File: config.mk
export PLATFORM = sky130hd
export DESIGN_NAME = swarm_runtime_cfg
export DESIGN_NICKNAME = d
export VERILOG_FILES = /design/src/rtl/swarm_runtime_cfg.sv
export SDC_FILE = /design/constraint.sdc
export NUM_CORES = 1
export LEC_CHECK = 0
export CAP_MARGIN = 10
export CORE_MARGIN = 4
export CORE_UTILIZATION = 63
export DETAILED_ROUTE_END_ITERATION = 10
export DONT_BUFFER_PORTS = 1
export GPL_ROUTABILITY_DRIVEN = 0
export PLACE_DENSITY = 0.89
export SYNTH_ARGS = -nofsm -noshare
export SYNTH_HDL_FRONTEND = slang
export SYNTH_SLANG_ARGS = --single-unit
File: constraint.sdc
create_clock -name clk -period 2.5 [get_ports clk]
set_input_delay 0.5 -clock clk [delete_from_list [all_inputs] [get_ports clk]]
set_output_delay 0.5 -clock clk [all_outputs]
set_load 0.05 [all_outputs]
File: src/rtl/swarm_runtime_cfg.sv
// Run-time configuration registers: per-tile shadows written by the host, copied
// atomically to the active outputs by a COMMIT once every tile is quiesced.
module swarm_runtime_cfg #(
  parameter int N_TILES           = 1,
  parameter int N_LOG_SRC         = 8,
  parameter int LOG_CQ_SLICE_SIZE = 7,
  parameter int VERSION           = 10,
  parameter int COMMIT_TIMEOUT    = 1024
) (
  input  logic                                        clk,
  input  logic                                        rstn,
  input  logic                                        reg_valid,
  output logic                                        reg_ready,
  input  logic                                        reg_wr,
  input  logic [7:0]                                  reg_addr,
  input  logic [31:0]                                 reg_wdata,
  output logic                                        rd_valid,
  output logic [31:0]                                 rd_data,
  input  logic [N_TILES-1:0]                          tile_quiesced,
  output logic [N_TILES*N_LOG_SRC-1:0]                cfg_log_en,
  output logic [N_TILES*4-1:0]                        cfg_gvt_period,
  output logic [N_TILES*(LOG_CQ_SLICE_SIZE+1)-1:0]    cfg_cq_limit,
  output logic                                        cfg_update
);

  localparam int CQW = LOG_CQ_SLICE_SIZE + 1;
  localparam int TW  = $clog2(COMMIT_TIMEOUT);
  localparam logic [CQW-1:0] CQ_MAX = {1'b1, {LOG_CQ_SLICE_SIZE{1'b0}}};
  localparam logic [CQW-1:0] CQ_ONE = {{(CQW-1){1'b0}}, 1'b1};
  localparam logic [TW-1:0]  WAIT_LAST = TW'(COMMIT_TIMEOUT - 1);

  typedef enum logic [1:0] {IDLE, PEND, APPLY} state_t;

  state_t                       state;
  logic [TW-1:0]                wait_cnt;
  logic                         err;
  logic [15:0]                  commit_cnt;
  logic [N_TILES*N_LOG_SRC-1:0] shadow_log_en;
  logic [N_TILES*4-1:0]         shadow_gvt;
  logic [N_TILES*CQW-1:0]       shadow_cq;

  logic [3:0]           tile_f;
  logic [3:0]           reg_f;
  logic                 tile_ok;
  logic                 bcast;
  logic                 wr_acc;
  logic                 rd_acc;
  logic                 commit_wr;
  logic                 status_wr;
  logic [31:0]          status;
  logic [31:0]          rd_mux;
  logic [N_LOG_SRC-1:0] sel_log;
  logic [3:0]           sel_gvt;
  logic [CQW-1:0]       sel_cq;

  function automatic logic [3:0] clamp_gvt(input logic [31:0] v);
    if (v < 32'd2)       return 4'd2;
    else if (v > 32'd15) return 4'd15;
    else                 return v[3:0];
  endfunction

  function automatic logic [CQW-1:0] clamp_cq(input logic [31:0] v);
    if (v == 32'd0)            return CQ_ONE;
    else if (v > 32'(CQ_MAX))  return CQ_MAX;
    else                       return v[CQW-1:0];
  endfunction

  assign tile_f    = reg_addr[7:4];
  assign reg_f     = reg_addr[3:0];
  assign tile_ok   = (int'(tile_f) < N_TILES);
  assign bcast     = (tile_f == 4'hF);
  // Writes stall while a commit waits for quiesce so the shadows stay frozen.
  assign reg_ready = (state == PEND) ? ~reg_wr : 1'b1;
  assign wr_acc    = reg_valid & reg_ready & reg_wr;
  assign rd_acc    = reg_valid & reg_ready & ~reg_wr;
  assign commit_wr = wr_acc && (reg_f == 4'd10);
  assign status_wr = wr_acc && (reg_f == 4'd9);
  assign status    = {err, (state != IDLE), 14'b0, commit_cnt};

  always_comb begin
    sel_log = '0;
    sel_gvt = '0;
    sel_cq  = '0;
    for (int t = 0; t < N_TILES; t++) begin
      if (tile_f == 4'(t)) begin
        sel_log = shadow_log_en[t*N_LOG_SRC +: N_LOG_SRC];
        sel_gvt = shadow_gvt[t*4 +: 4];
        sel_cq  = shadow_cq[t*CQW +: CQW];
      end
    end
    rd_mux = 32'hDEAD_BEEF;
    case (reg_f)
      4'd0:    if (tile_ok) rd_mux = 32'(sel_log);
      4'd1:    if (tile_ok) rd_mux = 32'(sel_gvt);
      4'd2:    if (tile_ok) rd_mux = 32'(sel_cq);
      4'd8:    rd_mux = 32'(VERSION);
      4'd9:    rd_mux = status;
      4'd10:   rd_mux = 32'd0;
      default: rd_mux = 32'hDEAD_BEEF;
    endcase
  end

  always_ff @(posedge clk or negedge rstn) begin
    if (!rstn) begin
      shadow_log_en <= '0;
      shadow_gvt    <= {N_TILES{4'd5}};
      shadow_cq     <= {N_TILES{CQ_MAX}};
    end else if (wr_acc) begin
      for (int t = 0; t < N_TILES; t++) begin
        if (bcast || (tile_f == 4'(t))) begin
          case (reg_f)
            4'd0:    shadow_log_en[t*N_LOG_SRC +: N_LOG_SRC] <= reg_wdata[N_LOG_SRC-1:0];
            4'd1:    shadow_gvt[t*4 +: 4]                    <= clamp_gvt(reg_wdata);
            4'd2:    shadow_cq[t*CQW +: CQW]                 <= clamp_cq(reg_wdata);
            default: ;
          endcase
        end
      end
    end
  end

  // Read response stage: one cycle after acceptance.
  always_ff @(posedge clk or negedge rstn) begin
    if (!rstn) begin
      rd_valid <= 1'b0;
      rd_data  <= '0;
    end else begin
      rd_valid <= rd_acc;
      if (rd_acc) rd_data <= rd_mux;
    end
  end

  always_ff @(posedge clk or negedge rstn) begin
    if (!rstn) begin
      state          <= IDLE;
      wait_cnt       <= '0;
      err            <= 1'b0;
      commit_cnt     <= '0;
      cfg_update     <= 1'b0;
      cfg_log_en     <= '0;
      cfg_gvt_period <= {N_TILES{4'd5}};
      cfg_cq_limit   <= {N_TILES{CQ_MAX}};
    end else begin
      cfg_update <= 1'b0;
      if (status_wr) err <= 1'b0;
      case (state)
        IDLE: begin
          if (commit_wr) begin
            state    <= PEND;
            wait_cnt <= '0;
          end
        end
        PEND: begin
          if (&tile_quiesced) begin
            state <= APPLY;
          end else if (wait_cnt == WAIT_LAST) begin
            state <= IDLE;
            err   <= 1'b1;
          end else begin
            wait_cnt <= wait_cnt + 1'b1;
          end
        end
        APPLY: begin
          cfg_log_en     <= shadow_log_en;
          cfg_gvt_period <= shadow_gvt;
          cfg_cq_limit   <= shadow_cq;
          cfg_update     <= 1'b1;
          commit_cnt     <= commit_cnt + 16'd1;
          wait_cnt       <= '0;
          state          <= commit_wr ? PEND : IDLE;
        end
        default: state <= IDLE;
      endcase
    end
  end

endmodule
==> impl_metrics.csv, run 1 <==
group,metric,value,unit
worst_setup_path,slowest_delay,0.51,ns
power,leakage,0.00203,uW
worst_setup_path,cp-start-kind,"input port",
die,die_x,90.4,um
synthesis,syn_avg_cell_area,9.90,um^2
drt,top_layer,"met4",
placed_design,post-dp-hpwl,7300,um
timing,tns,0,ns
worst_setup_path,rr_endpoint,"wait_cnt[8]",
power,power_density,675,mW/mm^2
grt,overflow,0,
finish,drive_gt1_share,10.4,%
power,power.switching,928,uW
worst_setup_path,cp.arrival,2.20,ns
drt,vias,3371,
drt,ant_nets,0,
grt,grt_pass1_vias,3447,
worst_setup_path,path_class,"input port to register",
synthesis,synth_top_area_cell,"dfrtp_1",
run,cap_violations,0,
timing,min_period,1.93,ns
finish,n_antenna_cell,0,
clock_network,numClockSinks,90,
synthesis,syn_inst,432,
synthesis,synth_edf_count,0,
timing,finalHoldViolCount,90,
power,seq_power_share,57.3,%
drt,wl_met1,3950,um
power,intPower,2120,uW
clock_network,cts_buffers,9,
clock_network,clkLatencyLatePin,0.36,ns
finish,seq_area,0.00226,mm^2
drt,drt_iter0_markers,227,
drt,dr_wl_met2,4910,um
timing,hold-worst-slack,-0.179,ns
finish,most-common-layout-cells,"nand2_1, dfrtp_1, nor2_1",
die,start_util,66.2,%
finish,mostFrequentLayoutCell,"nand2_1",
finish,fillers,472,
worst_setup_path,cpMaxStageDelayCell,"or4_1",
worst_setup_path,setup.worst_path.end_class,"register",
placed_design,port_buffers,0,
clock_network,clk_pin_slew_worst_paths,0.10,ns
clock_network,clk_path_buf_depth,2,
drt,wl_per_cell,19.9,um
synthesis,ys.warnings.count,0,
finish,multiInputGateArea,0.00180,mm^2
grt,grt_max_degree,91,
worst_setup_path,cp_data_required_time,2.77,ns
synthesis,synthFlopType,"dfrtp_1",
drt,drc,0,
clock_network,cts.repair.resized,0,
worst_setup_path,path_cells,"or3_1 -> or4_1 -> a2111o_1 -> o31ai_1",
synthesis,synthArstFlopShare,100,%
worst_setup_path,reg2regPathDepth,4,
timing,drv_slew,0,
power,p_sw_share,30.4,%
timing,max-slew-margin-rel,60.0,%
synthesis,synth_top_area_share,49.2,%
grt,grt_pass1_wl,17100,um
drt,dr.pass1.iters,5,
die,core,0.00646,mm^2
synthesis,synth-seq-cells,90,
power,p_clk_share,34.3,%
power,combPwrFrac,8.5,%
clock_network,cts_root_buf,"clkbuf_8",
worst_setup_path,path_max_fanout,7,
finish,area_growth,5.62,%
timing,finalClockSkew,0.0117,ns
grt,antenna_found_initial,0,
timing,max_freq,518,MHz
power,peakVddDrop,0.397,mV
die,die_h,90.4,um
synthesis,synth.distinct_cells,64,
run_status,violations,"negative hold slack",
drt,dr_wl_met3,1090,um
finish,num-nets-final,474,
synthesis,synth_seq_area_share,52.9,%
min_path,hold_class,"input port to async pin",
clock_network,ctsHtreeMaxLevel,3,
worst_setup_path,r2r_setup_slack,0.58,ns
die,boundaryPins,100,
run_status,status,"complete, but fails checks",
die,dieArea,0.00817,mm^2
timing,worst_pin_slew,0.600,ns
drt,vias_per_cell,6.62,
timing,rsz0062_at_grt,"no",
synthesis,synth_area_leaders,"dfrtp_1, nand2_1, dfstp_2, xnor2_1, buf_4",
clock_network,cts_tree,"yes",
timing,min_period_over_period,77.2,%
timing,setup_violations,0,
drt,postRouteWirelength,10200,um
grt,grtUsageTotal,25.9,%
die,fp-row-count,29,
worst_setup_path,r2r_start,"state[1]",
synthesis,syn_area,0.00428,mm^2
kinds of logic after synthesis:
kind of cell    share of synthesized area [%]
buf+inv                                  5.50
simple gates                             22.1
mux                                      1.79
flops                                    52.9
other cells                            0.0877
compound gates                           13.8
fa+ha+maj                               0.585
xor+xnor                                 3.28
layer usage:
metal	vias up	global-route usage, %
met3	27	8.75
met4	0	10.6
li1	1509	-
met2	163	41.7
met1	1672	32.2
met5	-	0
repair_timing:
action                                  4_1_cts  5_1_grt
endpoints found under the setup margin        0        0
setup buffers                                 0        0
hold endpoints to repair                     90       90
final cells by class:
| type | instances | area share, % |
|---|---|---|
| timing repair buffer | 11 | 2.11 |
| inverter | 13 | 1.08 |
| clock buffer | 10 | 3.05 |
| tap | 77 | 2.13 |
| sequential | 90 | 50.1 |
| clock inverter | 6 | 1.61 |
| multi-input combinational | 302 | 39.9 |
power by group through the flow:
stage / clock, uW / sequential (uW) / combinational, uW
2_1_floorplan: 0 / 1760 / 248
5_1_grt: 1120 / 1760 / 282
4_1_cts: 1050 / 1750 / 259
3_5_place_dp: 0 / 1780 / 258
3_3_place_gp: 0 / 1770 / 249
6_report: 1050 / 1750 / 258
worst max-delay path: cells and delay by family:
family	cells	cell delay [ns]
AO/OA/AOI/OAI	2	0.70
AND/OR/NAND/NOR	2	0.99
metrics by stage:
stage	util [%]	cells	cell area, um^2	setup WS, ns	total power, uW
after global routing	69.9	509	4520	0.414	3160
final	69.9	509	4520	0.570	3050
after floorplan	-	436	4290	0.338	2010
after CTS	69.9	509	4520	0.575	3060
after global placement	66.7	493	4310	0.318	2020
after detailed placement	66.7	493	4310	0.219	2030
cell usage after synthesis, types with 6 or more instances:
library cell	n
a21oi_1	12
a221o_1	8
a22o_1	6
a31oi_1	6
and2_1	7
buf_4	13
clkbuf_1	13
dfrtp_1	84
dfstp_2	6
inv_1	11
nand2_1	98
nand3_1	8
nand4_1	6
nor2_1	21
nor3_1	10
nor4_1	11
o21ai_0	7
o21ai_1	10
xnor2_1	13
worst max path at each step:
| stage | startpoint | to | slack, ns |
|---|---|---|---|
| after floorplan | reg_wdata[6] | shadow_cq[3] | 0.34 |
| after global placement | reg_wdata[6] | shadow_cq[5] | 0.32 |
| after detailed placement | reg_wdata[6] | shadow_cq[6] | 0.22 |
| after CTS | state[1] | wait_cnt[6] | 0.58 |
| after global routing | state[1] | wait_cnt[8] | 0.41 |
| final | reg_wdata[6] | shadow_cq[3] | 0.57 |
flip-flops by register name (all words and copies together), names as in the netlist, 2 cells and up:
register / flops
cfg_cq_limit: 8
cfg_gvt_period: 4
cfg_log_en: 8
commit_cnt: 16
rd_data: 19
shadow_cq: 8
shadow_gvt: 4
shadow_log_en: 8
state: 2
wait_cnt: 10
Power figures use the tool's default switching activity.
==> run 2: changes to the inputs <==
clock period = 1.81 ns   (was 2.5 ns; I/O delays follow)
==> run 2 against run 1 <==
Net effect: the run still ends with negative hold slack left; sequential power is 38% higher; non-clock buffer count is 10 higher; critical path depth is 2 lower; wire length is 2.6% higher; hold slack worse by 0.13 ns; design area is 3.2% higher; total power is 46% higher; global-route usage is 0.62 points higher; critical path type is now register to primary output; critical endpoint is now reg_ready.
==> impl_metrics.csv, run 2 (synthesized netlist as in run 1, its figures left out) <==
group,metric,value,unit
run_status,status,"complete, but fails checks",
run_status,violations,"negative hold slack",
worst_setup_path,path_max_fanout,7,
timing,finalHoldViolCount,90,
drt,dr.pass1.iters,5,
min_path,hold_class,"input port to async pin",
drt,wl_per_cell,20.1,um
grt,overflow,0,
worst_setup_path,setup.worst_path.end_class,"primary output",
finish,area_growth,8.96,%
timing,hold-worst-slack,-0.313,ns
finish,drive_gt1_share,13.3,%
power,power.switching,1280,uW
timing,min_period_over_period,97.9,%
clock_network,cts_buffers,9,
worst_setup_path,path_class,"register to primary output",
power,peakVddDrop,0.667,mV
worst_setup_path,cp.arrival,1.41,ns
finish,final_cell_count_no_fill,519,
clock_network,numClockSinks,90,
drt,vias_per_cell,6.49,
drt,drc,0,
power,intPower,3180,uW
finish,num-nets-final,484,
die,fp-row-count,29,
power,seq_power_share,54.2,%
clock_network,clk_pin_slew_worst_paths,0.10,ns
die,dieArea,0.00817,mm^2
drt,vias,3366,
clock_network,cts_tree,"yes",
drt,ant_nets,0,
clock_network,cts_root_buf,"clkbuf_8",
timing,tns,0,ns
die,boundaryPins,100,
timing,rsz0062_at_grt,"no",
grt,grt_pass1_vias,3491,
timing,max_freq,564,MHz
finish,most-common-layout-cells,"nand2_1, dfrtp_1, nor2_1",
placed_design,post-dp-hpwl,7600,um
drt,postRouteWirelength,10400,um
worst_setup_path,reg2regPathDepth,5,
grt,grt_pass1_wl,17500,um
clock_network,clkLatencyLatePin,0.36,ns
run,cap_violations,0,
finish,final_core_util,72.1,%
finish,largest_reg_flops,19,
timing,drv_slew,0,
finish,mostFrequentLayoutCell,"nand2_1",
timing,finalClockSkew,0.0123,ns
power,finalPower,4460,uW
timing,setup_violations,0,
power,p_clk_share,37.6,%
placed_design,port_buffers,0,
worst_setup_path,cp_data_required_time,1.45,ns
power,power_density,957,mW/mm^2
power,p_sw_share,28.8,%
power,leakage,0.00210,uW
clock_network,ctsHtreeMaxLevel,3,
die,die_h,90.4,um
placed_design,dp.cells,503,
timing,min_period,1.77,ns
finish,n_antenna_cell,0,
power,combPwrFrac,8.3,%
drt,drt_iter0_markers,301,
finish,fillers,462,
die,core,0.00646,mm^2
clock_network,clk_path_buf_depth,2,
finish,reg_top3,"rd_data (19), commit_cnt (16), wait_cnt (10)",
grt,grt_max_degree,91,
worst_setup_path,cp-start-kind,"register",
grt,grtUsageTotal,26.6,%
timing,worst_pin_slew,0.646,ns
die,die_x,90.4,um
finish,regMostFlops,"rd_data",
timing,max-slew-margin-rel,56.9,%
grt,antenna_found_initial,0,
clock_network,post_cts_buffers,0,
die,start_util,66.2,%
[run 2: path summary, 6_finish.rpt]
path                                    end  slack [ns]      startpoint
setup / recovery                  reg_ready        0.04        state[0]
hold / removal                commit_cnt[7]       -0.31            rstn
setup reg to reg                wait_cnt[7]        0.08        state[1]
hold reg to reg              commit_cnt[15]        0.48  commit_cnt[15]
max in group asynchronous     shadow_gvt[0]        1.90            rstn
min in group clk           shadow_log_en[2]        0.13    reg_wdata[2]
[run 2: worst max-delay path, cell delays in order, from the launching register on]
cell and delay [ns]:
dfrtp_1 0.45, nor2b_1 0.26, nand2_1 0.35
[run 2: stage by stage]
step | instance area [um^2] | setup WS [ns]
5_1_grt | 4660 | 0.00240
6_report | 4660 | 0.0378
3_3_place_gp | 4400 | -0.128
2_1_floorplan | 4310 | -0.171
4_1_cts | 4640 | 0.0254
3_5_place_dp | 4400 | -0.190
[run 2: timing repair]
| action | 4_1_cts | 5_1_grt |
|---|---|---|
| endpoints found under the hold margin | 90 | 90 |
| resized for setup | 0 | 3 |
| setup endpoints to repair | 0 | 5 |
[run 2: cell type report]
class	count	area [um^2]	share of cell area, %
multi-input cells	302	1830	39.3
clock buffers	9	124	2.66
inverters	13	48.8	1.05
well taps	77	96.3	2.07
clock inverters	7	125	2.69
flip-flops and latches	90	2260	48.6
repair buffers	21	170	3.65
[run 2: routing by layer]
layer	wire, um	up-vias	GRT usage (%)	part of all wire, %
met5	0	-	0	0
met4	257	0	10.2	2.5
met3	836	29	6.00	8.0
met2	5050	151	43.7	48
met1	4280	1657	34.3	41
li1	-	1529	-	-
[run 2: power by group through the flow]
stage / combinational [uW] / sequential [uW] / clock (uW)
3_3_place_gp: 350 / 2450 / 0
5_1_grt: 404 / 2430 / 1790
3_5_place_dp: 367 / 2450 / 0
4_1_cts: 369 / 2410 / 1690
2_1_floorplan: 344 / 2430 / 0
6_report: 369 / 2420 / 1670
==> run 3: changes to the inputs <==
CORE_MARGIN = 1   (was 4)
PLACE_DENSITY = unset   (was 0.89)
PLACE_DENSITY_LB_ADDON = 0.05   (was unset)
==> run 3 against run 2 <==
Net effect: the run ends with design-rule violations, negative hold slack left; critical path depth increased by 2; total power decreased by 3.1%; wire length decreased by 8.9%; clock power decreased by 7%; highest routed layer unchanged.
==> impl_metrics.csv, run 3 (synthesized netlist as in run 1, its figures left out) <==
group,metric,value,unit
clock_network,post_cts_buffers,0,
placed_design,place_area,0.00440,mm^2
timing,min_period,1.72,ns
clock_network,cts_root_buf,"clkbuf_8",
drt,vias,3293,
die,boundaryPins,100,
drt,drt_iter0_markers,244,
power,leakage,0.00208,uW
timing,worst_pin_slew,0.602,ns
grt,grt_pass1_vias,3164,
timing,max_freq,582,MHz
timing,finalHoldViolCount,90,
min_path,hold_class,"input port to async pin",
clock_network,clk_pin_slew_worst_paths,0.10,ns
timing,drv_slew,0,
worst_setup_path,path_class,"register to register",
die,fp-row-count,29,
grt,grt_pass1_wl,15800,um
drt,drc,4,
run_status,violations,"design-rule violations, negative hold slack",
clock_network,cts_buffers,9,
clock_network,numClockSinks,90,
die,core,0.00646,mm^2
timing,finalClockSkew,0.0161,ns
clock_network,clk_path_buf_depth,2,
die,dieArea,0.00712,mm^2
finish,num-nets-final,484,
placed_design,dp_slack,-0.176,ns
finish,reg_top3,"rd_data (19), commit_cnt (16), wait_cnt (10)",
timing,hold-worst-slack,-0.324,ns
drt,vias_per_cell,6.34,
drt,ant_nets,0,
grt,antenna_found_initial,0,
finish,final_cell_count_no_fill,519,
placed_design,dp.cells,503,
finish,area_growth,8.66,%
worst_setup_path,reg2regPathDepth,4,
power,finalPower,4320,uW
worst_setup_path,setup.worst_path.end_class,"register",
run_status,status,"complete, but fails checks",
worst_setup_path,cp.arrival,1.95,ns
finish,most-common-layout-cells,"nand2_1, dfrtp_1, nor2_1",
drt,wl_per_cell,18.3,um
worst_setup_path,cp_data_required_time,2.05,ns
grt,overflow,0,
die,die_x,84.4,um
drt,postRouteWirelength,9490,um
finish,n_antenna_cell,0,
finish,mostFrequentLayoutCell,"nand2_1",
timing,setup_violations,0,
timing,layout_setup_ws,0.0908,ns
finish,drive_gt1_share,13.6,%
power,power_density,930,mW/mm^2
clock_network,ctsHtreeMaxLevel,3,
run,cap_violations,0,
placed_design,port_buffers,0,
finish,stdcell_area,0.00465,mm^2
grt,grt_max_degree,91,
finish,largest_reg_flops,19,
power,peakVddDrop,0.528,mV
timing,max-slew-margin-rel,59.8,%
worst_setup_path,cp-start-kind,"register",
finish,regMostFlops,"rd_data",
die,start_util,66.2,%
timing,min_period_over_period,95.0,%
clock_network,clkLatencyLatePin,0.37,ns
drt,dr.pass1.iters,8,
placed_design,post-dp-hpwl,6960,um
clock_network,cts_tree,"yes",
worst_setup_path,path_max_fanout,6,
die,die_h,84.4,um
grt,grtUsageTotal,28.9,%
timing,rsz0062_at_grt,"no",
-- run 3: what timing repair did --
action | CTS | global route
hold endpoints to repair | 90 | 90
setup endpoints to repair | 0 | 10
resized for setup | 0 | 6
-- run 3: report_power, final --
group | total, uW | switching [uW] | leakage, uW | internal (uW)
registers | 2410 | 295 | 0.00118 | 2120
clock network | 1550 | 720 | 0.000111 | 826
logic | 360 | 237 | 0.000795 | 124
-- run 3: stage by stage --
stage,setup TNS (ns),util [%]
5_1_grt,0,71.9
4_1_cts,0,71.6
3_5_place_dp,-0.508,68.1
6_report,0,71.9
2_1_floorplan,-0.539,-
3_3_place_gp,-0.381,68.1
-- run 3: critical path, cell delays in order, from the launching register on --
cell      delay, ns
dfrtp_1        0.44
or3b_1         0.49
buf_4          0.19
o311ai_0       0.35
o31ai_1        0.13
-- run 3: layout make-up --
class,count,area [um^2]
multi-input combinational,302,1840
clock inverter,5,85.1
sequential,90,2260
inverter,13,48.8
timing repair buffer,21,170
clock buffer,11,141
tap,77,96.3
fill,486,1810
-- run 3: path summary, 6_finish.rpt --
path	from	end	slack, ns
worst max-delay path	state[1]	wait_cnt[4]	0.09
worst min-delay path	rstn	cfg_cq_limit[3]	-0.32
worst max register to register	state[1]	wait_cnt[4]	0.09
worst min register to register	shadow_cq[7]	cfg_cq_limit[7]	0.47
max in group asynchronous	rstn	shadow_gvt[0]	1.93
min in group clk	tile_quiesced	state[1]	0.12
-- run 3: metal layers --
layer	vias to the layer above	track usage [%]	part of all wire, %
met3	23	8.16	7.2
met1	1620	40.6	45
met5	-	0	0
met2	117	44.1	46
met4	0	9.24	2.0
li1	1533	-	-
